===== src/rtl/mdio_pkg.sv =====
// ============================================================================
// mdio_pkg : shared types and constants for the Clause-22 MDIO responder
// Rev 1.0  : initial release
// ============================================================================
`timescale 1ns/1ps
`default_nettype none

package mdio_pkg;

   typedef enum logic [2:0] {
      S_PRE   = 3'd0,
      S_ST    = 3'd1,
      S_OP    = 3'd2,
      S_PHYAD = 3'd3,
      S_REGAD = 3'd4,
      S_TA    = 3'd5,
      S_DATA  = 3'd6,
      S_SKIP  = 3'd7
   } mdio_state_e;

   localparam logic [1:0] OP_READ  = 2'b10;
   localparam logic [1:0] OP_WRITE = 2'b01;

   localparam int ADDR_W    = 5;
   localparam int DATA_W    = 16;
   localparam int CNT_W     = 6;
   // REGAD + TA + DATA bits still on the wire when the PHY address mismatches
   localparam int SKIP_BITS = ADDR_W + 2 + DATA_W;

endpackage : mdio_pkg

`default_nettype wire


===== src/rtl/mdio_edge_sync.sv =====
// ============================================================================
// mdio_edge_sync : synchronizes MDC/MDIO into clk and emits an MDC rise pulse
// Rev 1.0        : initial release
// ============================================================================
`timescale 1ns/1ps
`default_nettype none

module mdio_edge_sync #(
   parameter int SYNC_STAGES = 2
) (
   input  logic clk,
   input  logic rst,
   input  logic mdc,
   input  logic mdio_i,
   output logic mdc_rise,
   output logic mdio_bit
);

   logic [SYNC_STAGES-1:0] r_mdc_sync;
   logic [SYNC_STAGES-1:0] r_mdio_sync;
   logic                   r_mdc_prev;
   logic                   r_rise;
   logic                   r_bit;

   // Pulse and data are registered together so the bit is aligned with its edge
   always_ff @(posedge clk) begin
      if (rst) begin
         r_mdc_sync  <= '0;
         r_mdio_sync <= '0;
         r_mdc_prev  <= 1'b0;
         r_rise      <= 1'b0;
         r_bit       <= 1'b0;
      end else begin
         r_mdc_sync  <= {r_mdc_sync[SYNC_STAGES-2:0], mdc};
         r_mdio_sync <= {r_mdio_sync[SYNC_STAGES-2:0], mdio_i};
         r_mdc_prev  <= r_mdc_sync[SYNC_STAGES-1];
         r_rise      <= r_mdc_sync[SYNC_STAGES-1] & ~r_mdc_prev;
         r_bit       <= r_mdio_sync[SYNC_STAGES-1];
      end
   end

   assign mdc_rise = r_rise;
   assign mdio_bit = r_bit;

endmodule : mdio_edge_sync

`default_nettype wire


===== src/rtl/mdio_responder.sv =====
// ============================================================================
// mdio_responder : Clause-22 MDIO PHY-side responder with register strobe port
//                  Option MDIO_PREAMBLE_SUPPRESS_EN enables preamble suppression
// Rev 1.0        : initial release
// ============================================================================
`timescale 1ns/1ps
`default_nettype none

module mdio_responder
   import mdio_pkg::*;
#(
   parameter logic [ADDR_W-1:0] PHY_ADDR    = 5'd1,
   parameter int                PRE_LEN     = 32,
   parameter int                SYNC_STAGES = 2
) (
   input  logic              clk,
   input  logic              rst,
   input  logic              mdc,
   input  logic              mdio_i,
   output logic              mdio_o,
   output logic              mdio_t,
   output logic [ADDR_W-1:0] reg_addr,
   output logic              reg_rd,
   input  logic [DATA_W-1:0] reg_rdata,
   output logic              reg_wr,
   output logic [DATA_W-1:0] reg_wdata,
   output logic              frame_err
);

   localparam logic [CNT_W-1:0] c_PRE_LEN  = CNT_W'(PRE_LEN);
   localparam logic [4:0]       c_SKIP_END = 5'(SKIP_BITS - 1);

   logic w_rise;
   logic w_bit;

   mdio_edge_sync #(
      .SYNC_STAGES (SYNC_STAGES)
   ) u_sync (
      .clk      (clk),
      .rst      (rst),
      .mdc      (mdc),
      .mdio_i   (mdio_i),
      .mdc_rise (w_rise),
      .mdio_bit (w_bit)
   );

   mdio_state_e       r_state,    w_state;
   logic [CNT_W-1:0]  r_pre_cnt,  w_pre_cnt;
   logic [4:0]        r_bit_cnt,  w_bit_cnt;
   logic [DATA_W-1:0] r_rx_shift, w_rx_shift;
   logic [DATA_W-1:0] r_tx_shift, w_tx_shift;
   logic              r_is_read,  w_is_read;
   logic              r_mdio_o,   w_mdio_o;
   logic              r_mdio_t,   w_mdio_t;
   logic [ADDR_W-1:0] r_reg_addr, w_reg_addr;
   logic [DATA_W-1:0] r_reg_wdata, w_reg_wdata;
   logic              r_reg_rd,   w_reg_rd;
   logic              r_reg_wr,   w_reg_wr;
   logic              r_frame_err, w_frame_err;
   logic [DATA_W-1:0] w_rx_next;

   always_ff @(posedge clk) begin
      if (rst) begin
         r_state     <= S_PRE;
         r_pre_cnt   <= '0;
         r_bit_cnt   <= '0;
         r_rx_shift  <= '0;
         r_tx_shift  <= '0;
         r_is_read   <= 1'b0;
         r_mdio_o    <= 1'b0;
         r_mdio_t    <= 1'b1;
         r_reg_addr  <= '0;
         r_reg_wdata <= '0;
         r_reg_rd    <= 1'b0;
         r_reg_wr    <= 1'b0;
         r_frame_err <= 1'b0;
      end else begin
         r_state     <= w_state;
         r_pre_cnt   <= w_pre_cnt;
         r_bit_cnt   <= w_bit_cnt;
         r_rx_shift  <= w_rx_shift;
         r_tx_shift  <= w_tx_shift;
         r_is_read   <= w_is_read;
         r_mdio_o    <= w_mdio_o;
         r_mdio_t    <= w_mdio_t;
         r_reg_addr  <= w_reg_addr;
         r_reg_wdata <= w_reg_wdata;
         r_reg_rd    <= w_reg_rd;
         r_reg_wr    <= w_reg_wr;
         r_frame_err <= w_frame_err;
      end
   end

   always_comb begin
      w_state     = r_state;
      w_pre_cnt   = r_pre_cnt;
      w_bit_cnt   = r_bit_cnt;
      w_rx_shift  = r_rx_shift;
      w_tx_shift  = r_tx_shift;
      w_is_read   = r_is_read;
      w_mdio_o    = r_mdio_o;
      w_mdio_t    = r_mdio_t;
      w_reg_addr  = r_reg_addr;
      w_reg_wdata = r_reg_wdata;
      w_reg_rd    = 1'b0;
      w_reg_wr    = 1'b0;
      w_frame_err = 1'b0;
      w_rx_next   = {r_rx_shift[DATA_W-2:0], w_bit};

      // Read data arrives the clk after the strobe; MDC is far too slow to collide
      if (r_reg_rd) begin
         w_tx_shift = reg_rdata;
      end

      if (w_rise) begin
         w_bit_cnt  = r_bit_cnt + 5'd1;
         w_rx_shift = w_rx_next;
         case (r_state)
            S_PRE: begin
               w_bit_cnt = '0;
               if (w_bit) begin
                  if (r_pre_cnt < c_PRE_LEN) w_pre_cnt = r_pre_cnt + 1'b1;
               end else if (r_pre_cnt >= c_PRE_LEN) begin
                  w_state = S_ST;
`ifdef MDIO_PREAMBLE_SUPPRESS_EN
                  // count survives the frame so the next ST may follow at once
`else
                  w_pre_cnt = '0;
`endif
               end else begin
                  w_pre_cnt = '0;
               end
            end
            S_ST: begin
               w_bit_cnt = '0;
               if (w_bit) begin
                  w_state = S_OP;
               end else begin
                  w_frame_err = 1'b1;
                  w_pre_cnt   = '0;
                  w_state     = S_PRE;
               end
            end
            S_OP: begin
               if (r_bit_cnt == 5'd1) begin
                  w_bit_cnt = '0;
                  if (w_rx_next[1:0] == OP_READ) begin
                     w_is_read = 1'b1;
                     w_state   = S_PHYAD;
                  end else if (w_rx_next[1:0] == OP_WRITE) begin
                     w_is_read = 1'b0;
                     w_state   = S_PHYAD;
                  end else begin
                     w_frame_err = 1'b1;
                     w_pre_cnt   = '0;
                     w_state     = S_PRE;
                  end
               end
            end
            S_PHYAD: begin
               if (r_bit_cnt == 5'd4) begin
                  w_bit_cnt = '0;
                  w_state   = (w_rx_next[ADDR_W-1:0] == PHY_ADDR) ? S_REGAD : S_SKIP;
               end
            end
            S_REGAD: begin
               if (r_bit_cnt == 5'd4) begin
                  w_bit_cnt  = '0;
                  w_reg_addr = w_rx_next[ADDR_W-1:0];
                  w_reg_rd   = r_is_read;
                  w_state    = S_TA;
               end
            end
            S_TA: begin
               if (r_is_read) begin
                  if (r_bit_cnt == 5'd0) begin
                     w_mdio_t = 1'b0;
                     w_mdio_o = 1'b0;
                  end else begin
                     w_mdio_o   = r_tx_shift[DATA_W-1];
                     w_tx_shift = {r_tx_shift[DATA_W-2:0], 1'b0};
                     w_bit_cnt  = '0;
                     w_state    = S_DATA;
                  end
               end else if (w_bit != (r_bit_cnt == 5'd0)) begin
                  w_frame_err = 1'b1;
                  w_pre_cnt   = '0;
                  w_state     = S_PRE;
               end else if (r_bit_cnt == 5'd1) begin
                  w_bit_cnt = '0;
                  w_state   = S_DATA;
               end
            end
            S_DATA: begin
               if (r_bit_cnt == 5'd15) begin
                  w_state  = S_PRE;
                  w_mdio_t = 1'b1;
                  w_mdio_o = 1'b0;
                  if (!r_is_read) begin
                     w_reg_wdata = w_rx_next;
                     w_reg_wr    = 1'b1;
                  end
               end else if (r_is_read) begin
                  w_mdio_o   = r_tx_shift[DATA_W-1];
                  w_tx_shift = {r_tx_shift[DATA_W-2:0], 1'b0};
               end
            end
            S_SKIP: begin
               if (r_bit_cnt == c_SKIP_END) begin
                  w_bit_cnt = '0;
                  w_state   = S_PRE;
               end
            end
            default: begin
               w_state = S_PRE;
            end
         endcase
      end
   end

   assign mdio_o    = r_mdio_o;
   assign mdio_t    = r_mdio_t;
   assign reg_addr  = r_reg_addr;
   assign reg_rd    = r_reg_rd;
   assign reg_wr    = r_reg_wr;
   assign reg_wdata = r_reg_wdata;
   assign frame_err = r_frame_err;

endmodule : mdio_responder

`default_nettype wire


===== config.mk =====
export PLATFORM = sky130hd
export DESIGN_NAME = mdio_responder
export DESIGN_NICKNAME = d
export VERILOG_FILES = /design/src/rtl/mdio_pkg.sv /design/src/rtl/mdio_edge_sync.sv /design/src/rtl/mdio_responder.sv
export SDC_FILE = /design/constraint.sdc
export NUM_CORES = 1
export LEC_CHECK = 0
export BUFFER_PORTS_ARGS = -buffer_cell sky130_fd_sc_hd__buf_2
export CAP_MARGIN = 10
export CORE_MARGIN = 3
export CORE_UTILIZATION = 57
export CTS_CLUSTER_DIAMETER = 60
export DETAILED_ROUTE_END_ITERATION = 6
export PLACE_DENSITY = 0.78
export SYNTH_ARGS = -nofsm -noshare
export SYNTH_HDL_FRONTEND = slang
export SYNTH_SLANG_ARGS = --single-unit

===== constraint.sdc =====
create_clock -name clk -period 3.3 [get_ports clk]
set_clock_uncertainty 0.15 [all_clocks]
set_input_delay 0.165 -clock clk [delete_from_list [all_inputs] [get_ports clk]]
set_output_delay 0.165 -clock clk [all_outputs]
set_load 0.01 [all_outputs]

==> results of run 1 <==
-- logic make-up (layout without fill, tap and decap cells) --
logic type	after synthesis	in the layout
muxes	54	54
buffers and inverters	41	97
AOI/OAI and AO/OA	68	68
DFF	79	79
adders and majority gates	9	9
and+or+nand+nor	119	119
xor gates and xnor gates	2	2
-- critical path: stages (launching register included) --
cell and delay (ps):
sky130_fd_sc_hd__dfxtp_1 360, sky130_fd_sc_hd__inv_1 110, sky130_fd_sc_hd__ha_1 240, sky130_fd_sc_hd__or4b_1 520, sky130_fd_sc_hd__o21ai_1 150, sky130_fd_sc_hd__a211oi_1 90, sky130_fd_sc_hd__buf_4 180, sky130_fd_sc_hd__or4_1 510
sky130_fd_sc_hd__a221oi_1 280
-- cells in the final DEF (no fill, tap or decap), types with 2 or more instances in the layout --
cell,count
sky130_fd_sc_hd__ha_1,9
sky130_fd_sc_hd__nor3_1,4
sky130_fd_sc_hd__nand3b_1,2
sky130_fd_sc_hd__nor2b_1,12
sky130_fd_sc_hd__clkinvlp_4,2
sky130_fd_sc_hd__or2_2,2
sky130_fd_sc_hd__nand2b_1,6
sky130_fd_sc_hd__o21ai_0,12
sky130_fd_sc_hd__o41ai_2,2
sky130_fd_sc_hd__a31oi_1,2
sky130_fd_sc_hd__a21oi_1,13
sky130_fd_sc_hd__o22ai_1,3
sky130_fd_sc_hd__or4b_1,2
sky130_fd_sc_hd__a221oi_1,2
sky130_fd_sc_hd__o2bb2ai_1,15
sky130_fd_sc_hd__and3_1,2
sky130_fd_sc_hd__and3b_1,2
sky130_fd_sc_hd__dlygate4sd3_1,18
sky130_fd_sc_hd__nand3_1,10
sky130_fd_sc_hd__a211oi_1,3
sky130_fd_sc_hd__or4_1,3
sky130_fd_sc_hd__dfxtp_1,79
sky130_fd_sc_hd__clkbuf_8,10
sky130_fd_sc_hd__o211ai_1,5
sky130_fd_sc_hd__o311ai_1,3
sky130_fd_sc_hd__nand2_1,4
sky130_fd_sc_hd__nor2_1,53
sky130_fd_sc_hd__buf_4,4
sky130_fd_sc_hd__inv_1,14
sky130_fd_sc_hd__nand4_1,2
sky130_fd_sc_hd__mux2i_1,54
sky130_fd_sc_hd__buf_2,45
-- area by class of cell --
class                           instances  area share
Clock inverter                          5      0.0155
Sequential cell                        79       0.376
Tap cell                               75      0.0223
Multi-Input combinational cell        252       0.436
Clock buffer                           11      0.0337
Timing Repair Buffer                   67       0.104
Inverter                               14      0.0125
-- metal layers --
layer,vias to the layer above,share of wire,global-route usage
li1,1432,-,-
met1,1335,0.45,0.279
met2,61,0.48,0.359
met3,12,0.052,0.0553
met4,0,0.015,0.0734
met5,-,0,0
-- flip-flops by register name, summed over array words and instances (netlist names) --
signal / flops
r_tx_shift: 16
reg_wdata: 16
r_rx_shift: 15
r_pre_cnt: 6
r_bit_cnt: 5
reg_addr: 5
r_state: 3
u_sync.r_mdc_sync: 2
u_sync.r_mdio_sync: 2
frame_err: 1
mdio_o: 1
mdio_t: 1
r_is_read: 1
reg_rd: 1
reg_wr: 1
u_sync.mdc_rise: 1
u_sync.mdio_bit: 1
u_sync.r_mdc_prev: 1
-- worst max-delay path by stage --
stage	cells past startpoint	to	slack [ps]
floorplan	8	r_pre_cnt[1]	940
global placement	8	r_pre_cnt[5]	720
detailed placement	8	r_pre_cnt[5]	630
CTS	8	r_pre_cnt[5]	620
global route	6	r_pre_cnt[5]	390
finish	8	r_pre_cnt[5]	620
-- repair_timing --
| item | in CTS | in global routing |
|---|---|---|
| hold endpoints to repair | 18 | 0 |
| hold buffers | 18 | 0 |
| endpoints found under the setup margin | 0 | 0 |
| setup buffers | 0 | 0 |
-- power groups by stage --
stage                     registers, mW  logic [mW]  clock network, mW
after floorplan                   0.979      0.0282                  0
after global placement            0.981      0.0416                  0
after detailed placement          0.982      0.0424                  0
after CTS                         0.959      0.0584              0.753
after global routing              0.960      0.0655              0.798
final                             0.959      0.0597              0.740
==> results.md, run 1 <==
| Item | Value |
|:---|:---|
| Cell area after placement | 0.00381 sq mm |
| Adder-Cell Fraction of Synth Area | 0.0315 |
| Share of power burned in the clock network | 0.421 |
| Vias per cell | 5.65 |
| First-pass GRT wire length | 12800 um |
| Flop-to-flop setup slack | 620 ps |
| Area leader, netlist | sky130_fd_sc_hd__dfxtp_1 |
| Gate power share | 0.034 |
| Worst-skew pair later-pin latency | 350 ps |
| Core area | 0.00599 sq mm |
| Post-route setup slack | 622 ps |
| FF+latch count, synth | 79 |
| Weighted congestion at the end of routability-driven global placement | 0.827 |
| Tot Pwr | 1.76 mW |
| Worst setup path startpoint | r_bit_cnt[0] |
| Mean instance size in the synthesized netlist | 9.61 sq um |
| Parity-gate share of the synthesized area counting xor and xnor cells | 0.00490 |
| Max Cap Violations | 0 |
| Main synth FF type | sky130_fd_sc_hd__dfxtp_1 |
| Chip width | 85.2 um |
| Clock tree from TritonCTS | yes |
| Clock Pin Slew Worst Setup and Hold Paths | 80 ps |
| Slew Limit Fails | 0 |
| Largest cells by area after synthesis | sky130_fd_sc_hd__dfxtp_1, sky130_fd_sc_hd__mux2i_1, sky130_fd_sc_hd__nor2_1, sky130_fd_sc_hd__o2bb2ai_1, sky130_fd_sc_hd__ha_1 |
| Die area | 0.00726 sq mm |
| Final Cycle Share | 0.812 |
| Unique masters post-synth | 55 |
| Dominant cell by count in the synthesized netlist | sky130_fd_sc_hd__dfxtp_1 |
| Switching part of the total power | 0.225 |
| Cell Pwr Density | 419 mW/mm^2 |
| CTS H-Tree Depth | 3 |
| Initial core utilization | 0.596 |
| Remaining number of nets flagged by the antenna check after routing | 0 |
| Half-perimeter wire length after placement | 4920 um |
| Die boundary height | 85.2 um |
| Critical Path Fanout Max | 12 |
| Minimum hold slack | 70.8 ps |
| P_int | 1.36 mW |
| First-pass DRT Iterations | 4 |
| Count of cells along the worst register-to-register path | 8 |
| Finished Cell Area | 0.00420 sq mm |
| Fraction of layout cells with a size suffix above 1 | 0.175 |
| Initial detailed-routing violation count | 142 |
| Final hold vios | 0 |
| Initial antenna violation count | 0 |
| Maximum number of pins on one net before global-route repair | 60 |
| Destination of the worst hold path | mdio_t |
| Cells after synthesis | 372 |
| Setup tns final | 0 ps |
| CTS Buf Count | 9 |
| Sequential Power Share | 0.545 |
| Total number of vias | 2840 |
| Total standard cell area after synthesis | 0.00357 sq mm |
| EDFF count, synth | 0 |
| Clock root buffer | sky130_fd_sc_hd__clkbuf_8 |
| Multi-input logic area | 0.00183 sq mm |
| CP Class | reg -> reg |
| Area fraction in compound gates after synthesis | 0.139 |
| Post-detailed-route wirelength per cell | 15.0 um |
| Placed Cells incl. Taps | 469 |
| Total net switching power | 395 uW |
| Global-route usage over all layers | 0.218 |
| Nets in the synthesized netlist | 401 |
| Sort of element at the start of the critical path | flip-flop |
| Outcome | completed |
| Number of gates resized after CTS | 0 |
| Simple-Gate Fraction of Synth Area | 0.185 |
| Number of endpoints failing setup at the final stage | 0 |
| N_diodes | 0 |
| Count of buffers from port buffering | 45 |
| Static Leakage | 1.55 nW |
| Capture instance of the worst register-to-register path | r_pre_cnt[5] |
| Share of the core filled with cells in the final layout | 0.701 |
| List of most frequent post-synthesis cells | sky130_fd_sc_hd__dfxtp_1, sky130_fd_sc_hd__mux2i_1, sky130_fd_sc_hd__nor2_1 |
| CTS sink count | 79 |
| Launch instance of the worst register-to-register path | r_bit_cnt[0] |
| Worst slew margin relative to its limit | 0.390 |
| Hold Crit Depth | 3 |
| Share of the yosys chip area belonging to registers | 0.443 |
| Fraction of synthesis flops using an asynchronous set or reset pin | 0 |
| Warnings, synthesis | 0 |
| Number of fill cells | 452 |
| Top cell type's share of synthesized area | 0.443 |
| Via count of the first global-routing pass | 2713 |
| Worst Path Required | 3410 ps |
| Data arrival time of the critical path | 2790 ps |
| Total wire length after detailed routing | 7530 um |
| Worst slack, placed | 626 ps |
| Post-layout nets | 452 |
| Setup repair after global routing missed its margin | no |
| FMAX | 0.373 GHz |
| Storage cell area | 0.00158 sq mm |
| Final std cells w/o fill | 503 |
| Share of cell area taken by muxes after synthesis | 0.151 |
| Final routed DRC violation total | 0 |
| Total grt overflow | 0 |
| Hold Startpoint | rst |
| Min Clock Period, post-route | 2680 ps |
| I/O pin cnt | 46 |
| Worst-Margin Slew | 914 ps |
| Maximum VDD drop | 0.389 mV |
| Num rows | 28 |
| Clock Path Buffers | 2 |
| Main combinational cell family by area after synthesis | simple AND/OR/NAND/NOR gates |
| Worst Setup End Kind | flip-flop |
| Synthesis-to-finish area growth | 17.6% |
| Type of the most critical hold path | in -> reg |
Power figures use the tool's default switching activity.
==> inputs of run 2 (changes only) <==
clock period = 2.65 ns   (was 3.3 ns; I/O delays follow)
==> run 2 against run 1 <==
  * Final cell count grew 2.6%
  * Sequential power grew 24%
  * Worst hold slack improved by 160 ps
  * Register-to-register slack worse by 500 ps
  * Sequential share of layout area fell by 1.2 points
  * Critical endpoint is now r_pre_cnt[1]
  * Largest cell class unchanged
  * Highest routed layer unchanged
==> results.md, run 2 (same netlist as run 1, synthesis figures left out) <==
| Item | Value |
|:---|:---|
| Highest-count cells in the layout ignoring fill and taps | sky130_fd_sc_hd__dfxtp_1, sky130_fd_sc_hd__mux2i_1, sky130_fd_sc_hd__nor2_1, sky130_fd_sc_hd__buf_2, sky130_fd_sc_hd__dlygate4sd3_1 |
| Cell Pwr Density | 517 mW/mm^2 |
| CTS Buf Count | 9 |
| Weighted congestion at the end of routability-driven global placement | 0.897 |
| Number of fill cells | 419 |
| Via count of the first global-routing pass | 2849 |
| Vias per cell | 5.66 |
| CP Class | reg -> reg |
| N_diodes | 0 |
| Die boundary height | 85.2 um |
| Outcome | completed |
| Buffers & Inverters on Critical Path | 2 |
| Count of cells along the worst register-to-register path | 8 |
| Count of buffers from port buffering | 45 |
| Fraction of layout cells with a size suffix above 1 | 0.206 |
| Sequential Power Share | 0.532 |
| CTS H-Tree Depth | 3 |
| Final routed DRC violation total | 0 |
| Synthesis-to-finish area growth | 21.4% |
| Clock Pin Slew Worst Setup and Hold Paths | 80 ps |
| Core area | 0.00599 sq mm |
| Static Leakage | 1.63 nW |
| Path length in cells of the critical path | 8 |
| Setup tns final | 0 ps |
| Maximum number of pins on one net before global-route repair | 36 |
| Half-perimeter wire length after placement | 5010 um |
| Worst Setup End Kind | flip-flop |
| Total number of vias | 2918 |
| Type of the most critical hold path | reg -> reg |
| Clock Path Buffers | 2 |
| Critical path's most frequent cell | sky130_fd_sc_hd__or4b_1 |
| Setup repair after global routing missed its margin | no |
| Gate power share | 0.037 |
| Clock tree from TritonCTS | yes |
| First-pass GRT wire length | 13200 um |
| Chip width | 85.2 um |
| Maximum VDD drop | 0.446 mV |
| Switching part of the total power | 0.213 |
| Max Cap Violations | 0 |
| Min Clock Period, post-route | 2520 ps |
| Top Family by Delay on Critical Path | simple AND/OR/NAND/NOR gates |
| Number of endpoints failing setup at the final stage | 0 |
| Num rows | 28 |
| Final Cycle Share | 0.952 |
| Data arrival time of the critical path | 2650 ps |
| Total wire length after detailed routing | 7840 um |
| CTS sink count | 79 |
| Critical Path, Cell by Cell | inv_1 > ha_1 > or4b_1 > o21ai_2 > a211oi_2 > buf_4 > or4b_1 > a21oi_1 |
| P_int | 1.76 mW |
| Maximum single-stage delay on the critical path | 520 ps |
| Slew Limit Fails | 0 |
| Slowest stage cell on the critical path | sky130_fd_sc_hd__or4b_1 |
| Hold Crit Depth | 1 |
| Die area | 0.00726 sq mm |
| I/O pin cnt | 46 |
| Worst-skew pair later-pin latency | 350 ps |
| Clock root buffer | sky130_fd_sc_hd__clkbuf_8 |
| Share of power burned in the clock network | 0.431 |
| Total net switching power | 477 uW |
| Remaining number of nets flagged by the antenna check after routing | 0 |
| Total grt overflow | 0 |
| Initial antenna violation count | 0 |
| Worst slew margin relative to its limit | 0.414 |
| FMAX | 0.396 GHz |
| Final hold vios | 0 |
| Post-detailed-route wirelength per cell | 15.2 um |
| Global-route usage over all layers | 0.225 |
| Worst Path Required | 2780 ps |
| Initial core utilization | 0.596 |
| First-pass DRT Iterations | 4 |
| Sort of element at the start of the critical path | flip-flop |
| Commonest non-fill, non-tap cell in the layout | sky130_fd_sc_hd__dfxtp_1 |
| Worst slack, placed | 130 ps |
| Post-layout nets | 465 |
| Worst-Margin Slew | 878 ps |
| Post-route setup slack | 127 ps |
| Critical Path Fanout Max | 7 |
| Initial detailed-routing violation count | 181 |
## run 2: power groups by stage
stage	registers (mW)	clock network (mW)	logic [mW]
3_5_place_dp	1.22	0	0.0587
4_1_cts	1.19	0.986	0.0802
3_3_place_gp	1.22	0	0.0574
2_1_floorplan	1.22	0	0.0351
6_report	1.19	0.966	0.0836
5_1_grt	1.19	1.04	0.0903
## run 2: repair_timing
item / in CTS / in global routing
hold buffers: 19 / 0
setup buffers: 0 / 1
hold endpoints to repair: 22 / 0
resized for setup: 0 / 5
setup endpoints to repair: 0 / 5
## run 2: worst paths after layout
path	startpoint	to	slack, ps
setup / recovery	r_bit_cnt[0]	r_pre_cnt[1]	130
hold / removal	u_sync.r_mdc_prev	u_sync.mdc_rise	230
setup reg to reg	r_bit_cnt[0]	r_pre_cnt[1]	130
hold reg to reg	u_sync.r_mdc_prev	u_sync.mdc_rise	230
## run 2: per-stage QoR
step	cells	hold slack, ps	area (sq um)	util	total power, mW
finish	516	233	4340	0.724	2.24
detailed placement	480	197	3900	0.651	1.28
global placement	480	194	3900	0.651	1.28
floorplan	372	111	3570	-	1.25
global route	516	239	4340	0.724	2.32
CTS	515	234	4300	0.718	2.26
## run 2: layout make-up
| type | count | area (sq um) | area share |
|---|---|---|---|
| clock buffer | 11 | 131 | 0.0303 |
| multi-input combinational | 252 | 1860 | 0.429 |
| tap | 75 | 93.8 | 0.0216 |
| sequential | 79 | 1580 | 0.365 |
| inverter | 14 | 52.6 | 0.0121 |
| clock inverter | 5 | 82.6 | 0.0190 |
| timing repair buffer | 80 | 536 | 0.123 |
## run 2: per-layer routing
| metal | GRT usage | vias up | wire, um |
|---|---|---|---|
| met4 | 0.0806 | 0 | 125 |
| li1 | - | 1464 | - |
| met5 | 0 | - | 0 |
| met1 | 0.293 | 1374 | 3560 |
| met3 | 0.0485 | 14 | 318 |
| met2 | 0.367 | 66 | 3830 |
